`config.mk`:
```
export PLATFORM = sky130hd
export DESIGN_NAME = hog_frame_ctrl_flat
export DESIGN_NICKNAME = d
export VERILOG_FILES = /design/src/rtl/hog_pkg.sv /design/src/rtl/hog_frame_ctrl_if.sv /design/src/rtl/hog_addr_gen.sv /design/src/rtl/hog_frame_ctrl.sv /design/src/flat_wrapper.sv
export SDC_FILE = /design/constraint.sdc
export NUM_CORES = 1
export LEC_CHECK = 0
export BUFFER_PORTS_ARGS = -buffer_cell sky130_fd_sc_hd__buf_2
export CAP_MARGIN = 25
export CORE_MARGIN = 2
export CORE_UTILIZATION = 26
export CTS_CLUSTER_SIZE = 10
export DETAILED_ROUTE_END_ITERATION = 6
export GPL_ROUTABILITY_DRIVEN = 0
export SYNTH_ARGS = -nofsm -noshare
export SYNTH_HDL_FRONTEND = slang
export SYNTH_SLANG_ARGS = --single-unit
```
`constraint.sdc`:
```
create_clock -name clk -period 4 [get_ports clk]
set_input_delay 0.4 -clock clk [delete_from_list [all_inputs] [get_ports clk]]
set_output_delay 0.4 -clock clk [all_outputs]
set_load 0.01 [all_outputs]
```
`src/rtl/hog_pkg.sv`:
```
// Shared constants and encodings for the HOG frame controller slice.
package hog_pkg;
    localparam int PIX_W_DEF     = 8;
    localparam int IMG_W_DEF     = 128;
    localparam int IMG_H_DEF     = 64;
    localparam int ADDR_W_DEF    = 13;
    localparam int FEA_W_DEF     = 12;
    localparam int FEA_TOTAL_DEF = 3780;

    typedef enum logic [1:0] {
        ST_IDLE  = 2'd0,
        ST_FETCH = 2'd1,
        ST_DRAIN = 2'd2,
        ST_DONE  = 2'd3
    } hog_state_e;

    // Neighbour read order per center pixel; also the hog_data packing order.
    typedef enum logic [1:0] {
        NB_LEFT   = 2'd0,
        NB_RIGHT  = 2'd1,
        NB_TOP    = 2'd2,
        NB_BOTTOM = 2'd3
    } hog_nb_e;
endpackage

```
`src/rtl/hog_frame_ctrl_if.sv`:
```
// Frame-memory read bus: strobe + address out, data back one cycle later.
interface hog_frame_ctrl_if #(
    parameter int PIX_W  = 8,
    parameter int ADDR_W = 13
);
    logic              mem_rd_en;
    logic [ADDR_W-1:0] mem_addr;
    logic [PIX_W-1:0]  mem_rd_data;

    modport master (output mem_rd_en, output mem_addr, input mem_rd_data);
    modport slave  (input mem_rd_en, input mem_addr, output mem_rd_data);
endinterface

```
`src/rtl/hog_addr_gen.sv`:
```
// Raster walk over center pixels, four clamped neighbour reads per pixel.
module hog_addr_gen
    import hog_pkg::*;
#(
    parameter int IMG_W  = IMG_W_DEF,
    parameter int IMG_H  = IMG_H_DEF,
    parameter int ADDR_W = ADDR_W_DEF
) (
    input  logic              clk,
    input  logic              rst,
    input  logic              step,
    output logic [ADDR_W-1:0] addr,
    output hog_nb_e           slot,
    output logic              last
);
    localparam int XW = (IMG_W > 1) ? $clog2(IMG_W) : 1;
    localparam int YW = (IMG_H > 1) ? $clog2(IMG_H) : 1;

    logic [XW-1:0] x, nx;
    logic [YW-1:0] y, ny;
    logic          x_end, y_end;

    assign x_end = (x == XW'(IMG_W - 1));
    assign y_end = (y == YW'(IMG_H - 1));
    assign last  = (slot == NB_BOTTOM) && x_end && y_end;

    // Stepping past the final read wraps to (0,0) so IDLE always sees address 0.
    always_ff @(posedge clk or posedge rst) begin
        if (rst) begin
            x    <= '0;
            y    <= '0;
            slot <= NB_LEFT;
        end else if (step) begin
            if (slot != NB_BOTTOM) begin
                slot <= hog_nb_e'(slot + 2'd1);
            end else begin
                slot <= NB_LEFT;
                if (x_end) begin
                    x <= '0;
                    y <= y_end ? '0 : y + 1'b1;
                end else begin
                    x <= x + 1'b1;
                end
            end
        end
    end

    // Border pixels replicate: out-of-frame neighbours clamp to the edge.
    always_comb begin
        nx = x;
        ny = y;
        case (slot)
            NB_LEFT:   if (x != '0) nx = x - 1'b1;
            NB_RIGHT:  if (!x_end)  nx = x + 1'b1;
            NB_TOP:    if (y != '0) ny = y - 1'b1;
            NB_BOTTOM: if (!y_end)  ny = y + 1'b1;
            default:   ;
        endcase
    end

    assign addr = ADDR_W'(ny) * ADDR_W'(IMG_W) + ADDR_W'(nx);
endmodule

```
`src/rtl/hog_frame_ctrl.sv`:
```
// Frame sequencer: streams neighbour quads into the HOG pipeline and
// forwards/counts the returning features until the frame is complete.
module hog_frame_ctrl
    import hog_pkg::*;
#(
    parameter int PIX_W     = PIX_W_DEF,
    parameter int IMG_W     = IMG_W_DEF,
    parameter int IMG_H     = IMG_H_DEF,
    parameter int ADDR_W    = ADDR_W_DEF,
    parameter int FEA_W     = FEA_W_DEF,
    parameter int FEA_TOTAL = FEA_TOTAL_DEF
) (
    input  logic                             clk,
    input  logic                             rst,
    input  logic                             start,
    output logic                             busy,
    hog_frame_ctrl_if.master                 mem,
    output logic                             hog_valid,
    output logic [4*PIX_W-1:0]               hog_data,
    input  logic [FEA_W-1:0]                 fea_in,
    input  logic                             fea_in_valid,
    output logic [FEA_W-1:0]                 fea_out,
    output logic                             fea_out_valid,
    output logic [$clog2(FEA_TOTAL+1)-1:0]   fea_idx,
    output logic                             frame_done
);
    localparam int FIDX_W = $clog2(FEA_TOTAL + 1);

    hog_state_e        state, state_nxt;
    logic [ADDR_W-1:0] gen_addr;
    hog_nb_e           gen_slot, rd_slot_d;
    logic              gen_last, fetch, fwd, rd_vld_d;
    logic [PIX_W-1:0]  pix_l, pix_r, pix_t;
    logic [FIDX_W-1:0] cnt;

    hog_addr_gen #(.IMG_W(IMG_W), .IMG_H(IMG_H), .ADDR_W(ADDR_W)) u_addr_gen (
        .clk  (clk),
        .rst  (rst),
        .step (fetch),
        .addr (gen_addr),
        .slot (gen_slot),
        .last (gen_last)
    );

    always_ff @(posedge clk or posedge rst) begin
        if (rst) state <= ST_IDLE;
        else     state <= state_nxt;
    end

    always_comb begin
        state_nxt      = state;
        fetch          = 1'b0;
        fwd            = 1'b0;
        busy           = 1'b1;
        frame_done     = 1'b0;
        case (state)
            ST_IDLE: begin
                busy = 1'b0;
                if (start) state_nxt = ST_FETCH;
            end
            ST_FETCH: begin
                fetch = 1'b1;
                fwd   = 1'b1;
                if (gen_last) state_nxt = ST_DRAIN;
            end
            ST_DRAIN: begin
                fwd = 1'b1;
                if (cnt == FIDX_W'(FEA_TOTAL)) state_nxt = ST_DONE;
            end
            ST_DONE: begin
                frame_done = 1'b1;
                state_nxt  = ST_IDLE;
            end
            default: state_nxt = ST_IDLE;
        endcase
    end

    assign mem.mem_rd_en = fetch;
    assign mem.mem_addr  = fetch ? gen_addr : '0;

    // Read data lands one cycle after its strobe; the slot tag travels with it.
    always_ff @(posedge clk or posedge rst) begin
        if (rst) begin
            rd_vld_d  <= 1'b0;
            rd_slot_d <= NB_LEFT;
            pix_l     <= '0;
            pix_r     <= '0;
            pix_t     <= '0;
            hog_valid <= 1'b0;
            hog_data  <= '0;
        end else begin
            rd_vld_d  <= fetch;
            rd_slot_d <= gen_slot;
            hog_valid <= 1'b0;
            if (rd_vld_d) begin
                case (rd_slot_d)
                    NB_LEFT:   pix_l <= mem.mem_rd_data;
                    NB_RIGHT:  pix_r <= mem.mem_rd_data;
                    NB_TOP:    pix_t <= mem.mem_rd_data;
                    NB_BOTTOM: begin
                        hog_data  <= {pix_l, pix_r, pix_t, mem.mem_rd_data};
                        hog_valid <= 1'b1;
                    end
                    default: ;
                endcase
            end
        end
    end

    // Features past FEA_TOTAL are still forwarded but no longer counted.
    always_ff @(posedge clk or posedge rst) begin
        if (rst) begin
            fea_out       <= '0;
            fea_out_valid <= 1'b0;
            fea_idx       <= '0;
            cnt           <= '0;
        end else begin
            fea_out_valid <= fwd && fea_in_valid;
            if (state == ST_IDLE && start) begin
                fea_idx <= '0;
                cnt     <= '0;
            end else if (fwd && fea_in_valid) begin
                fea_out <= fea_in;
                fea_idx <= cnt;
                if (cnt != FIDX_W'(FEA_TOTAL)) cnt <= cnt + 1'b1;
            end
        end
    end
endmodule
```
`src/flat_wrapper.sv`:
```
// flat-port wrapper written by rule: the top's interface ports become plain ports
module hog_frame_ctrl_flat import hog_pkg::*;
#(
    parameter int PIX_W     = PIX_W_DEF,
    parameter int IMG_W     = IMG_W_DEF,
    parameter int IMG_H     = IMG_H_DEF,
    parameter int ADDR_W    = ADDR_W_DEF,
    parameter int FEA_W     = FEA_W_DEF,
    parameter int FEA_TOTAL = FEA_TOTAL_DEF
)
  (clk, rst, start, busy, hog_valid, hog_data, fea_in, fea_in_valid, fea_out, fea_out_valid, fea_idx, frame_done, mem_mem_rd_en, mem_mem_addr, mem_mem_rd_data);
  hog_frame_ctrl_if #(.PIX_W(PIX_W), .ADDR_W(ADDR_W)) mem_i ();
  input  logic clk;
  input  logic rst;
  input  logic start;
  output logic busy;
  output logic hog_valid;
  output logic [4*PIX_W-1:0] hog_data;
  input  logic [FEA_W-1:0] fea_in;
  input  logic fea_in_valid;
  output logic [FEA_W-1:0] fea_out;
  output logic fea_out_valid;
  output logic [$clog2(FEA_TOTAL+1)-1:0] fea_idx;
  output logic frame_done;
  output wire logic [$bits(mem_i.mem_rd_en)-1:0] mem_mem_rd_en;
  output wire logic [$bits(mem_i.mem_addr)-1:0] mem_mem_addr;
  input wire logic [$bits(mem_i.mem_rd_data)-1:0] mem_mem_rd_data;
  assign mem_mem_rd_en = mem_i.mem_rd_en;
  assign mem_mem_addr = mem_i.mem_addr;
  assign mem_i.mem_rd_data = mem_mem_rd_data;
  hog_frame_ctrl #(.PIX_W(PIX_W), .IMG_W(IMG_W), .IMG_H(IMG_H), .ADDR_W(ADDR_W), .FEA_W(FEA_W), .FEA_TOTAL(FEA_TOTAL)) u_core (.clk(clk), .rst(rst), .start(start), .busy(busy), .mem(mem_i), .hog_valid(hog_valid), .hog_data(hog_data), .fea_in(fea_in), .fea_in_valid(fea_in_valid), .fea_out(fea_out), .fea_out_valid(fea_out_valid), .fea_idx(fea_idx), .frame_done(frame_done));
endmodule
```
# After elaboration in Yosys (flattened, before gate mapping)
# Index checks and enable logic that the tools add are counted.
# classes
n_reduce_logical,21
n_lt_le_gt_ge,0
mux,25
n_bitwise,2
n_addsub,7
n_mul,0
n_shift,0
n_div,0
n_eq_ne,17
# op_table
operator,n
$mux W12,5
$mux W7,3
$mux W6,3
$pmux W7 S2,1
$reduce_and A2 Y1,7
$add A13 B7 Y13,1
$mux W13,1
$add A12 B1 Y12 const B,1
$eq A12 B12 Y1 const B,1
$eq A2 B2 Y1 const B,6
$ne A12 B12 Y1 const B,1
$pmux W6 S2,1
$mux W2,4
$pmux W2 S4,1
$add A7 B1 Y7 const B,1
$eq A7 B7 Y1 const B,1
$reduce_bool A7 Y1,1
$sub A7 B1 Y7 const B,1
$add A6 B1 Y6 const B,1
$eq A2 B1 Y1 const B,3
$eq A6 B6 Y1 const B,1
$logic_not A2 Y1,3
$mux W1,6
$reduce_and A3 Y1,2
other kinds (9),16
# word_totals
memories,0
output_inout_bits,74
latchBits,0
reg_bits,114
ramBits,0
romBits,0

# Depth between registers and ports, before layout
# Gate-level depths: netlist of run 1.
# logic_depth
word_depth,6
mapped_depth,8
ltp_nobuf,8

# Hierarchy
# Synthesis of run 1 repeated with hierarchy kept, for this count alone.
# unflattened
cells_unflattened,491
hier_area_um2,5534.1
# modules_own_cells
module,seq_area_each_um2,area_each_um2,cells_per_inst,instances
hog_frame_ctrl,2477.4,4028.9,302,1
hog_addr_gen,375.4,1505.2,189,1

# Worst setup path before layout of run 1
# No wires, ideal clock.
# synth_timing
path_kind,reg-to-output
from,reg u_core.u_addr_gen.y[1]
to,out mem_mem_addr[12]
path_buffers,1
path_slack_ps,1784
path_stages_with_launch,8
arrival_time_ps,1816
path_cell_list,dfrtp_1 -> clkbuf_1 -> inv_1 -> ha_1 -> or3b_2 -> o21ai_2 -> o221ai_1 -> o211a_1
# synth_via
elab_chain_len,5
# synth_rtl
element,line,rtl
from (decl),hog_addr_gen.sv:20,"logic [YW-1:0] y, ny;"
from (signal assigned),hog_addr_gen.sv:40,y <= y_end ? '0 : y + 1'b1;
$add A6 B1 Y6 (tied with other cells),hog_addr_gen.sv:56,NB_BOTTOM: if (!y_end) ny = y + 1'b1;
"$mux W6, on equally long branches","hog_addr_gen.sv:56, hog_addr_gen.sv:55",
$pmux W6 S2 (*),hog_addr_gen.sv:52,case (slot)
$add A13 B7 Y13 (*),hog_addr_gen.sv:61,assign addr = ADDR_W'(ny) * ADDR_W'(IMG_W) + ADDR_W'(nx);
$mux W13 (*),hog_frame_ctrl.sv:79,assign mem.mem_addr = fetch ? gen_addr : '0;
to (decl),flat_wrapper.sv:26,output wire logic [$bits(mem_i.mem_addr)-1:0] mem_mem_addr;
# Every way passes the cells marked *; elsewhere a longest branch is shown, timed or not.

# Final worst setup path of run 1
# layout_timing
from,reg u_core.u_addr_gen.x[1]
to,out mem_mem_addr[0]
# layout_via
elab_chain_len,5
# layout_rtl
element,line,rtl
from (decl),hog_addr_gen.sv:19,"logic [XW-1:0] x, nx;"
from (signal assigned),hog_addr_gen.sv:42,x <= x + 1'b1;
$eq A7 B7 Y1 / $reduce_bool A7 Y1 (equally long branches),"hog_addr_gen.sv:23, hog_addr_gen.sv:53",
"$mux W7, on equally long branches","hog_addr_gen.sv:54, hog_addr_gen.sv:53",
$pmux W7 S2 (*),hog_addr_gen.sv:52,
$add A13 B7 Y13 (*),hog_addr_gen.sv:61,
$mux W13 (*),hog_frame_ctrl.sv:79,
# Marked as above.

==> impl_metrics.toml, run 1 <==
[run_status]
status = "finished, final reports clean"

[synth]
syn_avg_cell_area_um2 = 11.08
synth_fa_ha_area_share_pct = 4.301
synth_compound_area_share_pct = 11.27
synth-main-ff-cell = "dfrtp_1"
synth_top_cell_area_share_pct = 51.61
synthSimpleGateAreaFrac_pct = 12.83
synthTopCellsByArea = "dfrtp_1 (52%), mux2_2 (14%), ha_1 (4.3%)"
synth-xor-area-share_pct = 1.743
synth_top_family_by_area = "multiplexers"
synth_nets = 542
postSynthCellCount = 499
ys_warn_count = 0
synth_seq_area_share_pct = 51.61
ys_types = 60
synth.mux.area_fraction_pct = 14.62
synth-seq-cells = 114
syn_area_mm2 = 0.005528
synth_edf_count = 0
synth_area_leader_cell = "dfrtp_1"
async_flop_share_pct = 100.0

[clock_tree]
cts_resized = 0
insertion_delay_ns = 0.41
cts_tree = "built"
cts-root-buf = "clkbuf_16"
clockBufferDepth = 2
postCtsSetupBuffers = 0
hold_buffers = 0
htreeDepth = 4
cts_made_buffers = 17
cts.sinks = 114
clkTransAtPathRegs_ns = 0.06

[run]
cap_violations = 0

[critical_path]
r2r_start = "u_core.state[0]"
cp.arrival_ns = 2.65
worstPathCellList = "ha_1, nand3_1, nor2_1, inv_1, ha_1, nor2b_1, a21oi_1, a21oi_1, buf_2"
critPathMaxStageDelay_ns = 0.46
crit-reg2reg-capture = "u_core.cnt[4]"
critPathKind = "reg2out"
crit_fanout = 8
cp_slowest_cell = "dfrtp_1"
cp.required_ns = 3.60
rrSetupSlack_ns = 1.50
reg2reg_depth = 7
end_kind = "primary output"
start_kind = "flop"

[sta]
relSlewSlack_pct = 43.19
fin_worst_skew_ns = 0.009667
hold_viol_final = 0
tns_ns = 0
slew_violations = 0
finalSetupViolCount = 0
fmax_mhz = 327.8
rsz0062_at_grt = "no"
tightestPinTransition_ns = 0.8522
fin_crit_ns = 3.051
worst_slack_ns = 0.9491
fin_crit_sh_pct = 76.27

[global_route]
gr-total-overflow = 0
grt_usage_pct = 11.82
grt_pass1_vias = 3922
grt_max_degree = 65
grt_pass1_wl_um = 20710
antenna_found_initial = 0

[pwr]
power_leakage_nw = 3.135
p_per_area_mw_per_mm2 = 745.2
vdd_drop_max_mv = 0.2904

[cells_and_area]
antenna_cells = 0
layout-drive-gt1-share_pct = 34.98
finalNetCount = 639
final_area_mm2 = 0.006925
final_common_cell = "dfrtp_1"
fin_util_pct = 33.05
area.growth.synth_to_final_pct = 25.28
final_cell_mix = "dfrtp_1 (114), buf_2 (97), mux2_2 (70)"

[placement]
hpwlAfterDp_um = 8927
place_area_mm2 = 0.006304
place_ws_ns = 1.444
port_buffers = 97

[die]
fp.dieArea_mm2 = 0.02244
initial_core_util_pct = 26.38
die_h_um = 149.8
rows = 53
ios = 98
core_mm2 = 0.02096
chipWidth_um = 149.8

[routing]
detail_route.wl_per_cell_um = 14.63
viasPerCell = 4.749
drt_iter0_drc = 256
drcViolationCount = 0
antenna_left = 0
dr.pass1.iters = 5
via_count = 4198
finalWirelength_um = 12930

[worst_hold_path]
hold_class = "in2async"
Yosys cell counts (7+ instances only):
| cell | instances |
|---|---|
| inv_1 | 26 |
| nand4_1 | 7 |
| nand3_1 | 22 |
| clkbuf_1 | 18 |
| ha_1 | 19 |
| a21oi_1 | 32 |
| nor2_1 | 18 |
| mux2_2 | 70 |
| o21ai_0 | 21 |
| dfrtp_1 | 114 |
| nand2_1 | 39 |
| xnor2_1 | 8 |
through the flow:
stage,total power [mW],hold WS (ns),std cells
after floorplan,2.999,0.4009,499
after global placement,3.563,0.4139,852
after detailed placement,3.604,0.4342,852
after CTS,5.234,0.1929,884
after global routing,5.515,0.1964,884
final,5.161,0.1647,884
metal layers:
layer / wire length [µm] / up-vias / share of wire, % / global-route usage, %
met5: 0 / - / 0 / 0
met4: 160 / 0 / 1.2 / 4.292
met3: 783 / 15 / 6.1 / 3.689
li1: - / 2010 / - / -
met2: 6019 / 132 / 47 / 18.61
met1: 5971 / 2041 / 46 / 15.28
how the worst max path moves through the flow:
stage                                 from               to  slack (ns)
floorplan                              rst    u_core.cnt[0]        0.58
global placement    u_core.u_addr_gen.x[1]  mem_mem_addr[0]        1.53
detailed placement  u_core.u_addr_gen.x[1]  mem_mem_addr[0]        1.44
CTS                 u_core.u_addr_gen.x[1]  mem_mem_addr[0]        0.97
global route        u_core.u_addr_gen.x[1]  mem_mem_addr[0]        0.77
finish              u_core.u_addr_gen.x[1]  mem_mem_addr[0]        0.95
where the power goes:
part           leakage (nW)  switching [mW]  internal, mW
combinational          1.39           0.911         0.806
clock                 0.307           0.601          1.00
sequential             1.44           0.257          1.58
total                  3.14            1.77          3.39
state kept, by name (all words and copies together), names as in the netlist:
signal                  cells
u_core.fea_out             12
u_core.u_addr_gen.x         7
u_core.hog_data            32
u_core.pix_t                8
u_core.pix_l                8
u_core.state                2
u_core.u_addr_gen.slot      2
u_core.rd_vld_d             1
u_core.fea_idx             12
u_core.fea_out_valid        1
u_core.u_addr_gen.y         6
u_core.pix_r                8
u_core.cnt                 12
u_core.rd_slot_d            2
u_core.hog_valid            1
area by class of cell:
class | count | area (µm²)
clock buffers | 17 | 425.4
clock inverters | 15 | 196.4
fillers | 2158 | 14030
inverters | 27 | 103.9
multi-input cells | 335 | 2475
flip-flops and latches | 114 | 2853
well taps | 275 | 344.1
repair buffers | 101 | 528.0
logic make-up (layout without fill, tap and decap cells):
kind of cell | Yosys count | after routing
mux | 72 | 72
xor+xnor | 11 | 11
compound gates | 97 | 97
flops | 114 | 114
buf+inv | 50 | 160
fa+ha+maj | 19 | 19
simple gates | 136 | 136
worst max-delay path, delay by kind of cell, from the launching register on:
family / cells / cell delay (ns)
AND/OR/NAND/NOR: 3 / 0.72
flip-flops: 1 / 0.46
adder cells (fa/ha/maj): 2 / 0.57
AO/OA/AOI/OAI: 2 / 0.20
buffers and inverters: 2 / 0.28
Note: power is estimated with default switching activity, not from simulation.
==> inputs of run 2 (changes only) <==
==> constraint.sdc (replaced) <==
create_clock -name clk -period 3.15 [get_ports clk]
set_input_delay 0.315 -clock clk [delete_from_list [all_inputs] [get_ports clk]]
set_output_delay 0.315 -clock clk [all_outputs]
set_load 0.01 [all_outputs]
==> run 2 against run 1 <==
Net effect: clock skew increased by 0.0015 ns; critical path depth stayed put; count of clock-buffer cells in the layout rose by 1; highest routed layer unchanged.
==> impl_metrics.toml, run 2 (synthesized netlist as in run 1, its figures left out) <==
[routing]
drcViolationCount = 0
detail_route.wl_per_cell_um = 14.66
dr.pass1.iters = 4
finalWirelength_um = 13030
viasPerCell = 4.756
drt_iter0_drc = 272
via_count = 4228
antenna_left = 0

[pwr]
vdd_drop_max_mv = 0.3248
p_per_area_mw_per_mm2 = 925.9
power_leakage_nw = 3.121

[clock_tree]
cts_resized = 0
clkTransAtPathRegs_ns = 0.06
hold_buffers = 1
htreeDepth = 4
postCtsSetupBuffers = 0
cts_tree = "built"
insertion_delay_ns = 0.41
clockBufferDepth = 2
cts_made_buffers = 17
cts-root-buf = "clkbuf_16"
cts.sinks = 114

[critical_path]
cp.arrival_ns = 2.53
worstPathCellList = "ha_1, nand3_1, nor2_1, inv_1, ha_1, nor2b_1, a21oi_1, a21oi_1, buf_2"
end_kind = "primary output"
rrSetupSlack_ns = 0.74
cp.required_ns = 2.83
cp_slowest_cell = "dfrtp_1"
critPathMaxStageDelay_ns = 0.47
critPathKind = "reg2out"
start_kind = "flop"
crit_fanout = 8

[die]
chipWidth_um = 149.8
fp.dieArea_mm2 = 0.02244
initial_core_util_pct = 26.38
rows = 53
ios = 98
die_h_um = 149.8
core_mm2 = 0.02096

[sta]
tightestPinTransition_ns = 0.8143
fin_crit_sh_pct = 90.28
slew_violations = 0
fin_crit_ns = 2.844
fin_worst_skew_ns = 0.01120
finalSetupViolCount = 0
tns_ns = 0
relSlewSlack_pct = 45.47
hold_viol_final = 0
fmax_mhz = 351.6
rsz0062_at_grt = "no"

[cells_and_area]
fin_util_pct = 32.99
final_cell_mix = "dfrtp_1 (114), buf_2 (97), mux2_2 (70)"
area.growth.synth_to_final_pct = 25.06
layout-drive-gt1-share_pct = 35.34
multi_input_area_mm2 = 0.002475
top_register = "u_core.hog_data"
antenna_cells = 0
final_common_cell = "dfrtp_1"
n_fill_cell = 2155
finalNetCount = 644
regArea_mm2 = 0.002853
largest_register_ffs = 32

[global_route]
grtUsageMet3_pct = 3.201
gr-total-overflow = 0
grt_pass1_vias = 3922
grt_max_degree = 68
grt_most_used_layer = "met2"
use_met2_pct = 17.63
grtUsageMet1_pct = 16.35
grt_usage_pct = 11.83
grt_pass1_wl_um = 20790
antenna_found_initial = 0

[run]
cap_violations = 0

[placement]
port_buffers = 97
hpwlAfterDp_um = 9056

[worst_hold_path]
hold_class = "in2reg"

[run_status]
status = "finished, final reports clean"
==> run 2: layer usage <==
metal / share of wire (%) / wire, µm / up-vias
li1: - / - / 2002
met1: 49 / 6396 / 2091
met3: 5.3 / 693 / 11
met5: 0 / 0 / -
met2: 45 / 5811 / 124
met4: 1.0 / 132 / 0
==> run 2: area by class of cell <==
class	instances	share of cell area [%]
inverters	27	1.520
well taps	275	4.977
clock buffers	18	6.353
repair buffers	106	8.217
clock inverters	14	1.864
multi-input cells	335	35.80
flip-flops and latches	114	41.27
==> run 2: worst max-delay path: cells and delay by family (launching register included) <==
kind,cells,cell delay (ns)
simple gates,3,0.61
fa+ha+maj,2,0.58
flops,1,0.47
buf+inv,2,0.27
compound gates,2,0.17
==> run 2: path summary, 6_finish.rpt <==
check / startpoint / end / cells past startpoint
setup / recovery: u_core.u_addr_gen.x[1] / mem_mem_addr[0] / 9
hold / removal: fea_in[5] / u_core.fea_out[5] / 2
setup reg to reg: u_core.state[0] / u_core.cnt[4] / 7
hold reg to reg: u_core.u_addr_gen.slot[1] / u_core.rd_slot_d[1] / 0
max in group asynchronous: rst / u_core.pix_l[4] / 4
min in group asynchronous: rst / u_core.hog_data[8] / 3
==> run 2: power by group <==
part           total [mW]  internal [mW]  switching [mW]
Sequential           2.34           2.01           0.332
Clock                1.84           1.11           0.724
Combinational        2.22           1.05            1.17
Total                6.40           4.17            2.23
==> run 2: per-stage QoR <==
stage	hold WS, ns	std cells	power [mW]	area (µm²)	worst slack [ns]
2_1_floorplan	0.4009	499	3.809	5532	1.019
4_1_cts	0.1121	889	6.488	6913	0.2896
6_report	0.1352	889	6.401	6913	0.3060
3_3_place_gp	0.3673	856	4.564	6335	0.7714
5_1_grt	0.1172	889	6.844	6913	0.08193
3_5_place_dp	0.3665	856	4.616	6335	0.7156
==> inputs of run 3 (changes only) <==
--- a/config.mk
+++ b/config.mk
@@ -12,6 +12,7 @@
 export CTS_CLUSTER_SIZE = 10
 export DETAILED_ROUTE_END_ITERATION = 6
 export GPL_ROUTABILITY_DRIVEN = 0
+export PLACE_DENSITY = 0.49
 export SYNTH_ARGS = -nofsm -noshare
 export SYNTH_HDL_FRONTEND = slang
 export SYNTH_SLANG_ARGS = --single-unit
==> run 3 against run 2 <==
Net effect: non-clock buffer count down 2; worst hold slack about the same; die area unchanged; critical path type unchanged; largest power group unchanged.
==> impl_metrics.toml, run 3 (synthesized netlist as in run 1, its figures left out) <==
[cells_and_area]
regArea_mm2 = 0.002853
top_register = "u_core.hog_data"
largest_register_ffs = 32
n_fill_cell = 2145
layout-drive-gt1-share_pct = 35.13
finalNetCount = 642
multi_input_area_mm2 = 0.002475
final_common_cell = "dfrtp_1"
final_cell_mix = "dfrtp_1 (114), buf_2 (97), mux2_2 (70)"
area.growth.synth_to_final_pct = 25.31
antenna_cells = 0

[run_status]
status = "finished, final reports clean"

[sta]
rsz0062_at_grt = "no"
tightestPinTransition_ns = 0.7462
hold_slack_ns = 0.1349
fin_crit_ns = 2.923
tns_ns = 0
slew_violations = 0
fin_worst_skew_ns = 0.01309
worst_slack_ns = 0.2270
fin_crit_sh_pct = 92.79
relSlewSlack_pct = 50.04
hold_viol_final = 0
fmax_mhz = 342.1
finalSetupViolCount = 0

[global_route]
grt_pass1_wl_um = 21860
grt_usage_pct = 12.39
gr-total-overflow = 0
grt_pass1_vias = 4224
grt_max_degree = 81
antenna_found_initial = 0

[critical_path]
critPathMaxStageDelay_ns = 0.53
worstPathCellList = "inv_1, ha_1, nor2b_1, a21boi_1, a221oi_1, a211oi_1, buf_2"
cp.arrival_ns = 2.61
end_kind = "primary output"
reg2reg_depth = 5
r2r_start = "u_core.u_addr_gen.slot[0]"
cp.required_ns = 2.83
crit_fanout = 8
rrSetupSlack_ns = 0.84
critPathKind = "reg2out"
crit-reg2reg-capture = "u_core.u_addr_gen.y[3]"
cp_slowest_cell = "a21boi_1"
start_kind = "flop"

[routing]
drt_iter0_drc = 214
finalWirelength_um = 13340
viasPerCell = 4.831
via_count = 4285
dr.pass1.iters = 4
detail_route.wl_per_cell_um = 15.04
antenna_left = 0
drcViolationCount = 0

[clock_tree]
cts_tree = "built"
cts.sinks = 114
clockBufferDepth = 2
postCtsSetupBuffers = 0
htreeDepth = 4
cts-root-buf = "clkbuf_16"
cts_resized = 0
cts_made_buffers = 17
clkTransAtPathRegs_ns = 0.06
hold_buffers = 1
insertion_delay_ns = 0.42

[placement]
port_buffers = 97
place_ws_ns = 0.7112
hpwlAfterDp_um = 9206

[run]
cap_violations = 0

[pwr]
switching_share_pct = 34.86
power_switching_mw = 2.268
seq_power_share_pct = 36.1
intPower_mw = 4.238
vdd_drop_max_mv = 0.3763
power_leakage_nw = 3.134
comb_power_share_pct = 34.0
p_per_area_mw_per_mm2 = 939.2
power_frac_clock_pct = 29.8

[worst_hold_path]
hold_end = "u_core.fea_out[2]"
hold_class = "in2reg"
hold_depth = 2
hold_start = "fea_in[2]"

[die]
fp.dieArea_mm2 = 0.02244
rows = 53
ios = 98
initial_core_util_pct = 26.38
core_mm2 = 0.02096
die_h_um = 149.8
chipWidth_um = 149.8
[run 3: cell types whose count changed in the layout (fill, tap and decap cells not counted)]
| cell | change |
|---|---|
| inv_8 | +2 |
| clkinv_2 | -1 |
| bufinv_16 | +1 |
| clkinvlp_4 | -3 |
| inv_6 | +2 |
| clkbuf_8 | -1 |
| buf_4 | -2 |
[run 3: power by group through the flow]
stage	Sequential (mW)	Combinational (mW)	Clock, mW
final	2.35	2.21	1.94
after global routing	2.44	2.46	2.09
after CTS	2.36	2.24	2.01
after global placement	2.35	2.18	0
after detailed placement	2.38	2.23	0
after floorplan	2.44	1.37	0
[run 3: worst max-delay path, delay by kind of cell (launching register included)]
family	cells	cell delay, ns
buffers and inverters	2	0.33
DFF	1	0.47
AOI/OAI and AO/OA	3	1.01
and+or+nand+nor	1	0.15
adders and majority gates	1	0.24
[run 3: through the flow]
| step | total power [mW] | util, % | cell area [µm²] | instances |
|---|---|---|---|---|
| detailed placement | 4.614 | 30.16 | 6320 | 854 |
| finish | 6.505 | 33.05 | 6927 | 887 |
| CTS | 6.604 | 33.05 | 6927 | 887 |
| global placement | 4.533 | 30.16 | 6320 | 854 |
| floorplan | 3.809 | - | 5532 | 499 |
| global route | 6.989 | 33.05 | 6927 | 887 |
[run 3: worst max path at each step]
stage                      startpoint          endpoint  slack [ns]  depth (start not counted)
2_1_floorplan  u_core.u_addr_gen.y[1]  mem_mem_addr[12]        1.02                          7
3_3_place_gp   u_core.u_addr_gen.x[1]   mem_mem_addr[0]        0.76                          9
3_5_place_dp   u_core.u_addr_gen.x[1]   mem_mem_addr[0]        0.71                          9
4_1_cts        u_core.u_addr_gen.x[1]   mem_mem_addr[0]        0.24                          9
5_1_grt        u_core.u_addr_gen.x[1]   mem_mem_addr[0]        0.01                          9
6_report       u_core.u_addr_gen.x[0]   mem_mem_addr[2]        0.23                          7
[run 3: routing by layer]
| layer | up-vias | wire length, µm | global-route usage, % |
|---|---|---|---|
| met5 | - | 0 | 0 |
| met4 | 0 | 215 | 5.613 |
| met3 | 20 | 802 | 3.018 |
| met2 | 149 | 6090 | 18.54 |
| met1 | 2112 | 6231 | 16.92 |
| li1 | 2004 | - | - |
[run 3: area by class of cell]
class,count,share of cell area [%]
tap,275,4.967
clock buffer,17,6.142
clock inverter,15,2.475
timing repair buffer,104,7.984
multi-input combinational,335,35.73
sequential,114,41.19
inverter,27,1.517
